<file path="src/rtl/alu_arbiter.sv">
// Two-requester front end for one shared 64-bit ALU with a single-entry response register.
// Define ALU_ARBITER_RR_EN for round-robin arbitration; otherwise requester 0 has fixed priority.
module alu_arbiter #(
  parameter int N = 64
) (
  input  logic         clk,
  input  logic         reset,
  input  logic         req0_valid,
  output logic         req0_ready,
  input  logic [N-1:0] req0_a,
  input  logic [N-1:0] req0_b,
  input  logic [3:0]   req0_op,
  input  logic         req1_valid,
  output logic         req1_ready,
  input  logic [N-1:0] req1_a,
  input  logic [N-1:0] req1_b,
  input  logic [3:0]   req1_op,
  output logic         rsp_valid,
  input  logic         rsp_ready,
  output logic         rsp_id,
  output logic [N-1:0] rsp_result,
  output logic         rsp_zero
);

  typedef enum logic [3:0] {
    OP_AND  = 4'b0000,
    OP_OR   = 4'b0001,
    OP_ADD  = 4'b0010,
    OP_SUB  = 4'b0110,
    OP_PASSB = 4'b0111,
    OP_NOR  = 4'b1100
  } alu_op_e;

  typedef enum logic {
    EMPTY = 1'b0,
    FULL  = 1'b1
  } rsp_state_e;

  rsp_state_e   state;
  logic         grant_any;
  logic         grant_id;
  logic         accept;
  logic         xfer;
  logic [N-1:0] sel_a;
  logic [N-1:0] sel_b;
  logic [3:0]   sel_op;
  logic [N-1:0] alu_result;

`ifdef ALU_ARBITER_RR_EN
  // Requester favoured when both are valid; 0 after reset.
  logic ptr;
`endif

  // Unlisted op codes fall through to pass-a.
  function automatic logic [N-1:0] alu(input logic [N-1:0] a, input logic [N-1:0] b,
                                       input logic [3:0] op);
    case (op)
      OP_AND:   return a & b;
      OP_OR:    return a | b;
      OP_ADD:   return a + b;
      OP_SUB:   return a - b;
      OP_PASSB: return b;
      OP_NOR:   return ~(a | b);
      default:  return a;
    endcase
  endfunction

  // NOTE: every output of an always_comb gets a default first, so no path can infer a latch.
  always_comb begin
    grant_any = 1'b0;
    grant_id  = 1'b0;
`ifdef ALU_ARBITER_RR_EN
    if (req0_valid && req1_valid) begin
      grant_any = 1'b1;
      grant_id  = ptr;
    end else if (req0_valid) begin
      grant_any = 1'b1;
      grant_id  = 1'b0;
    end else if (req1_valid) begin
      grant_any = 1'b1;
      grant_id  = 1'b1;
    end
`else
    if (req0_valid) begin
      grant_any = 1'b1;
      grant_id  = 1'b0;
    end else if (req1_valid) begin
      grant_any = 1'b1;
      grant_id  = 1'b1;
    end
`endif
  end

  assign rsp_valid  = (state == FULL);
  assign accept     = !rsp_valid || rsp_ready;
  // Readies are gated by reset so nothing is offered while the block is held in reset.
  assign xfer       = reset && accept && grant_any;
  assign req0_ready = xfer && !grant_id;
  assign req1_ready = xfer && grant_id;

  assign sel_a      = grant_id ? req1_a  : req0_a;
  assign sel_b      = grant_id ? req1_b  : req0_b;
  assign sel_op     = grant_id ? req1_op : req0_op;
  assign alu_result = alu(sel_a, sel_b, sel_op);

  // NOTE: sequential state is written only with non-blocking assignments so every register
  // samples pre-edge values regardless of statement order.
  always_ff @(posedge clk or negedge reset) begin
    if (!reset) begin
      state      <= EMPTY;
      rsp_id     <= 1'b0;
      rsp_result <= '0;
      rsp_zero   <= 1'b0;
`ifdef ALU_ARBITER_RR_EN
      ptr        <= 1'b0;
`endif
    end else begin
      case (state)
        EMPTY: begin
          if (xfer) state <= FULL;
        end
        FULL: begin
          if (!xfer && rsp_ready) state <= EMPTY;
        end
        default: state <= EMPTY;
      endcase
      if (xfer) begin
        rsp_id     <= grant_id;
        rsp_result <= alu_result;
        rsp_zero   <= (alu_result == '0);
`ifdef ALU_ARBITER_RR_EN
        ptr        <= ~grant_id;
`endif
      end
    end
  end

  a_one_ready : assert property (@(posedge clk) disable iff (!reset)
    !(req0_ready && req1_ready));

  a_hold_full : assert property (@(posedge clk) disable iff (!reset)
    (rsp_valid && !rsp_ready) |=> (rsp_valid && $stable(rsp_result) && $stable(rsp_id)
                                   && $stable(rsp_zero)));

endmodule

</file>
<file path="config.mk">
export PLATFORM = sky130hd
export DESIGN_NAME = alu_arbiter
export DESIGN_NICKNAME = d
export VERILOG_FILES = /design/src/rtl/alu_arbiter.sv
export SDC_FILE = /design/constraint.sdc
export NUM_CORES = 1
export LEC_CHECK = 0
export CORE_UTILIZATION = 35
export CTS_CLUSTER_SIZE = 16
export DETAILED_ROUTE_END_ITERATION = 8
export GPL_ROUTABILITY_DRIVEN = 1
export PLACE_DENSITY_LB_ADDON = 0.3
export SETUP_SLACK_MARGIN = 0.4
export SYNTH_ARGS = -nofsm -noshare
export SYNTH_HDL_FRONTEND = slang
export SYNTH_SLANG_ARGS = --single-unit
</file>
<file path="constraint.sdc">
create_clock -name clk -period 10.5 [get_ports clk]
set_input_delay 3.15 -clock clk [delete_from_list [all_inputs] [get_ports clk]]
set_output_delay 3.15 -clock clk [all_outputs]
set_load 0.02 [all_outputs]
</file>
=== Word level (Yosys, flattened, before mapping) ===
Index checks and enable logic that the tools add are counted.

* Logic and storage cells: 36
* ROM bits: 0
* Flip-flop bits (word level): 67
* Bits in latches: 0
* Bits in writable memories: 0
* Memories kept: 0

* $mul: 0
* Order comparisons: 0
* Bitwise gates (word level): 4
* Reductions and logical operators: 11
* Add/sub/neg operators: 2
* Equal/unequal tests: 5
* Divide/modulo/power cells: 0
* Shift operators: 0
* Multiplexer cells: 10

{| class="wikitable"
|+ Operator list
! kind !! number
|-
| 64-bit one-hot mux with 6 select lines || 1
|-
| 64-bit 2-to-1 mux || 2
|-
| 64-bit adder || 1
|-
| 64-bit bitwise AND || 1
|-
| 64-bit logical NOT || 1
|-
| 64-bit inverter || 1
|-
| 64-bit OR || 1
|-
| 64-bit subtractor || 1
|-
| 4-bit by 3-bit == test with 1-bit output, second input constant || 2
|-
| 1-bit logical AND || 5
|-
| 1-bit 2-to-1 mux || 5
|-
| 4-bit by 1-bit == test with 1-bit output, second input constant || 1
|-
| 4-bit by 2-bit == test with 1-bit output, second input constant || 1
|-
| 4-bit == test, second input constant || 1
|-
| 4-bit logical NOT || 1
|-
| 4-bit 2-to-1 mux || 1
|-
| 1-bit logical NOT || 3
|-
| 1-bit one-hot mux with 2 select lines || 1
|-
| 1-bit logical OR || 1
|-
| 1-bit inverter || 1
|}

=== Depth between registers and ports, before layout ===
* Word-level depth: 8
* Mapped depth: 32
* Mapped depth without buffers: 25

=== Least setup slack after synthesis ===
OpenSTA, ideal clock, no wires.

* Path kind: input to register
* From: input req0_valid
* To: register rsp_zero
* Data required time: 10.436 ns
* Cell stages on the path: 27
* Setup time: 0.064 ns
* Path slack: 1.084 ns
* Data arrival time: 9.352 ns
* Path through: nand2b_1 -> buf_6 -> mux2_4 -> nor2_2 -> clkbuf_1 -> buf_1 -> clkbuf_1 -> clkbuf_1 -> nand2_1 -> clkbuf_1 -> nand2_1 -> xnor2_1 -> ha_1 -> clkbuf_1 -> nand2_1 -> a211oi_1 -> o21ai_1 -> a211oi_1 -> nor3_1 -> o31ai_1 -> xnor2_1 -> o221ai_1 -> a2111o_1 -> or4_1 -> or4_1 -> nor4_1 -> a21o_1

* Longest elaborated chain between the ends: 6
* Elaborated cells on any way between the ends: 19
* Classes of those cells: add/sub: 2; eq/ne: 5; mux: 6; bitwise: 3; reduce/logical: 3

{| class="wikitable"
|+ Ends and longest elaborated chain
! element !! RTL line !! RTL
|-
| from (decl) || 8 || <nowiki>input logic req0_valid,</nowiki>
|-
| parallel branches: the longest is 6 deep, another holds 64-bit subtractor || n/a ||
|-
| to (signal assigned) || 130 || <nowiki>rsp_zero <= (alu_result == '0);</nowiki>
|-
| to (decl) || 22 || <nowiki>output logic rsp_zero</nowiki>
|}

Parallel ways; which one is timed is not known.
A chain may end at the register's enable or synchronous reset.

=== Final worst setup path ===
* From: input req1_valid
* To: register rsp_zero

* Longest elaborated chain between the ends: 7
* Elaborated cells on any way between the ends: 20
* Classes of those cells: add/sub: 2; eq/ne: 5; mux: 7; bitwise: 3; reduce/logical: 3

{| class="wikitable"
|+ Ends and longest elaborated chain
! element !! RTL line !! RTL
|-
| from (decl) || 13 || <nowiki>input logic req1_valid,</nowiki>
|-
| 1-bit 2-to-1 mux (*) || 87 || <nowiki>end else if (req1_valid) begin</nowiki>
|-
| parallel branches: the longest is 6 deep, another holds 64-bit subtractor || n/a ||
|}

Every way passes the cells marked *.

==> results.ini <==
[logic_synthesis]
synth_top_area_share_pct = 13.1
synth_most_common_cell = nand2_1
syn_area_um2 = 12800
synth_common_cells = 302 x nand2_1, 176 x a21oi_1, 135 x nor2_1, 135 x o21ai_0, 117 x mux2i_1
yosys-top-cells-area = dfrtp_1 13%, mux2i_1 9.1%, nand2_1 8.8%, a21oi_1 6.9%, ha_1 6.3%
ys_seq_area_share_pct = 13.1
yosys_register_bits = 67
synth_flop_cell = dfrtp_1
synth_top_area_cell = dfrtp_1
synth_fp_nets = 2203
yosysUniqueCellTypes = 87
yosysWarningCount = 0
postSynthAreaPerCell_um2 = 6.87
syn_inst = 1868
synthArstFlopShare_pct = 100
synth_edf_count = 0

[timing]
rsz0062_at_grt = no
setup_tns_ns = 0
finalClockSkew_ns = 0.00616
fin_crit_ns = 9.92
fmax_ghz = 0.101
hold_viol_final = 0
slew_violations = 0
finalCritPeriodShare_pct = 94.5
finalSetupViolations = 0
tightest_slew_ns = 0.925
slew_headroom_pct = 38.1
setup_slack_ns = 0.578

[route]
vias_per_cell = 6.14
drt-total-wl_mm = 64.7
drtPass1Iterations = 8
topRoutingLayerUsed = met4
wl_met1_mm = 30.2
ant_nets = 0
wl_met2_mm = 25.3
drc = 9
vias = 16300
wl_per_cell_um = 24.4
drt_iter0_drc = 1917
wl_met3_mm = 7.86

[floorplan]
start_util_pct = 35.8
die_x_um = 193
die_y_um = 193
num_rows = 69
core_area_um2 = 35800
boundaryPins = 338
die-area_um2 = 37400

[cts]
clkSlewWorstSetupHoldPaths_ns = 0.05
clock_latency_ns = 0.32
cts_tree = done
cts.sinks = 67
cts_buffer_depth = 2
cts_root_buf = clkbuf_16
htreeDepth = 3
hold_buffers = 0
cts_made_buffers = 9

[worst_setup_path]
slowest_stage = or4_1
crit_path_max_fanout = 13
critPathLaunchType = input port
path_class = input port to flop
endpoint_kind = flop
required_ns = 10.77
crit_chain = clkdlybuf4s50_1 > buf_4 > nor2b_4 > buf_4 > mux2i_2 > nor2_2 > buf_4 > a21oi_1 > xnor2_1 > ha_1 > a21oi_1 > o21ai_0 > a31oi_1 > nand2_1 > xor2_1 > a211oi_1 > nand4_1 > nor4_1 > buf_4 > nand4_1 > or4_1 > or4_1 > nor4_1 > a21o_1
cp_slowest_stage_delay_ns = 0.55
crit_top_cell = buf_4
critical-path-top-delay-family = simple AND/OR/NAND/NOR gates
arrival_ns = 10.19
crit_buf_inv = 5

[placement]
place_congestion = 1.07
pre_cts_slack_ns = 0.126
dpl.cell_count = 2629
dp_hpwl_mm = 52.8
portBuffers = 337

[grt]
grt.overflow.total = 0
grt_max_degree = 69
track_usage_pct = 33.1
antenna_found_initial = 0
grt_pass1_vias = 15000
grt_pass1_wl_mm = 94.8

[finish]
drive_gt1_share_pct = 7.49
instances_no_fill = 2650
layout.nets = 2520
n_antenna_cell = 0
syn2layout_area_growth_pct = 34.6

[min_path]
hp-class = flop to flop

[power]
peakVddDrop_v = 0.0000650
power.density_nw_per_um2 = 116
power_w = 0.00200
leakage_nw = 7.45

[outcome]
violations = DRC
status = finished with violations

[job]
maxCapViolCount = 0

==> kinds of logic (layout without fill, tap and decap cells) <==
| family | count (synthesis) | count (layout) | synth area share, % |
|---|---|---|---|
| AND/OR/NAND/NOR | 710 | 711 | 25.8 |
| XOR/XNOR | 105 | 105 | 7.17 |
| flip-flops | 67 | 67 | 13.1 |
| AO/OA/AOI/OAI | 601 | 601 | 30.4 |
| multiplexers | 129 | 129 | 10.5 |
| buffers and inverters | 190 | 510 | 6.54 |
| adder cells (fa/ha/maj) | 66 | 66 | 6.49 |
==> power by group <==
part / leakage (nW) / switching (W) / internal [W]
logic: 6.49 / 0.000827 / 0.000553
clock network: 0.132 / 0.000105 / 0.000164
registers: 0.826 / 0.0000343 / 0.000316
==> worst min-delay path, cell delays in order, from the launching register on <==
cell and delay, ns:
dfrtp_1 0.33, nand2_1 0.05, nand2_1 0.04
==> per-stage QoR <==
step | hold slack (ns) | util (%) | instance area (µm²)
2_1_floorplan | 0.583 | - | 12800
3_3_place_gp | 0.454 | 47.1 | 16900
4_1_cts | 0.468 | 47.8 | 17100
5_1_grt | 0.500 | 48.2 | 17300
3_5_place_dp | 0.457 | 47.1 | 16900
6_report | 0.459 | 48.2 | 17300
==> registers in the layout (all words and copies together), names as in the netlist <==
signal	count
rsp_result	64
rsp_zero	1
rsp_valid	1
rsp_id	1
==> layout by cell type, fill, tap and decap left out, types with 20 or more instances in the layout <==
cell,n
a21o_1,36
a21oi_1,176
a31oi_1,38
buf_4,85
clkdlybuf4s50_1,336
dfrtp_1,67
ha_1,64
inv_1,68
mux2i_1,114
nand2_1,302
nand3_1,39
nand4_1,32
nor2_1,133
nor3_1,65
o211ai_1,20
o21ai_0,133
o221ai_1,24
or3_1,20
xnor2_1,46
xor2_1,59
==> cell type report <==
class | count | area, µm²
inverters | 70 | 263
repair buffers | 425 | 4070
clock inverters | 3 | 15.0
clock buffers | 12 | 246
fillers | 3652 | 18500
multi-input cells | 1612 | 10400
well taps | 461 | 577
flip-flops and latches | 67 | 1680
==> per-layer routing <==
layer / GRT usage, % / vias to the layer above
met5: 0 / -
met4: 7.32 / 0
met3: 8.63 / 80
li1: - / 7509
met1: 50.5 / 7706
met2: 45.5 / 976
==> timing repair <==
item | CTS | global route
endpoints found under the setup margin | 0 | 1
buffers inserted | 0 | 4
resized for setup | 0 | 18
==> final timing paths <==
path,from,to,slack (ns),cells past startpoint
setup reg to reg,rsp_valid,rsp_zero,7.00,12
max in group asynchronous,reset,rsp_result[61],6.68,2
hold reg to reg,rsp_result[62],rsp_result[62],0.46,2
hold / removal,rsp_result[62],rsp_result[62],0.46,2
setup / recovery,req1_valid,rsp_zero,0.58,24
min in group asynchronous,reset,rsp_result[3],2.76,1
Note: power is estimated with default switching activity, not from simulation.
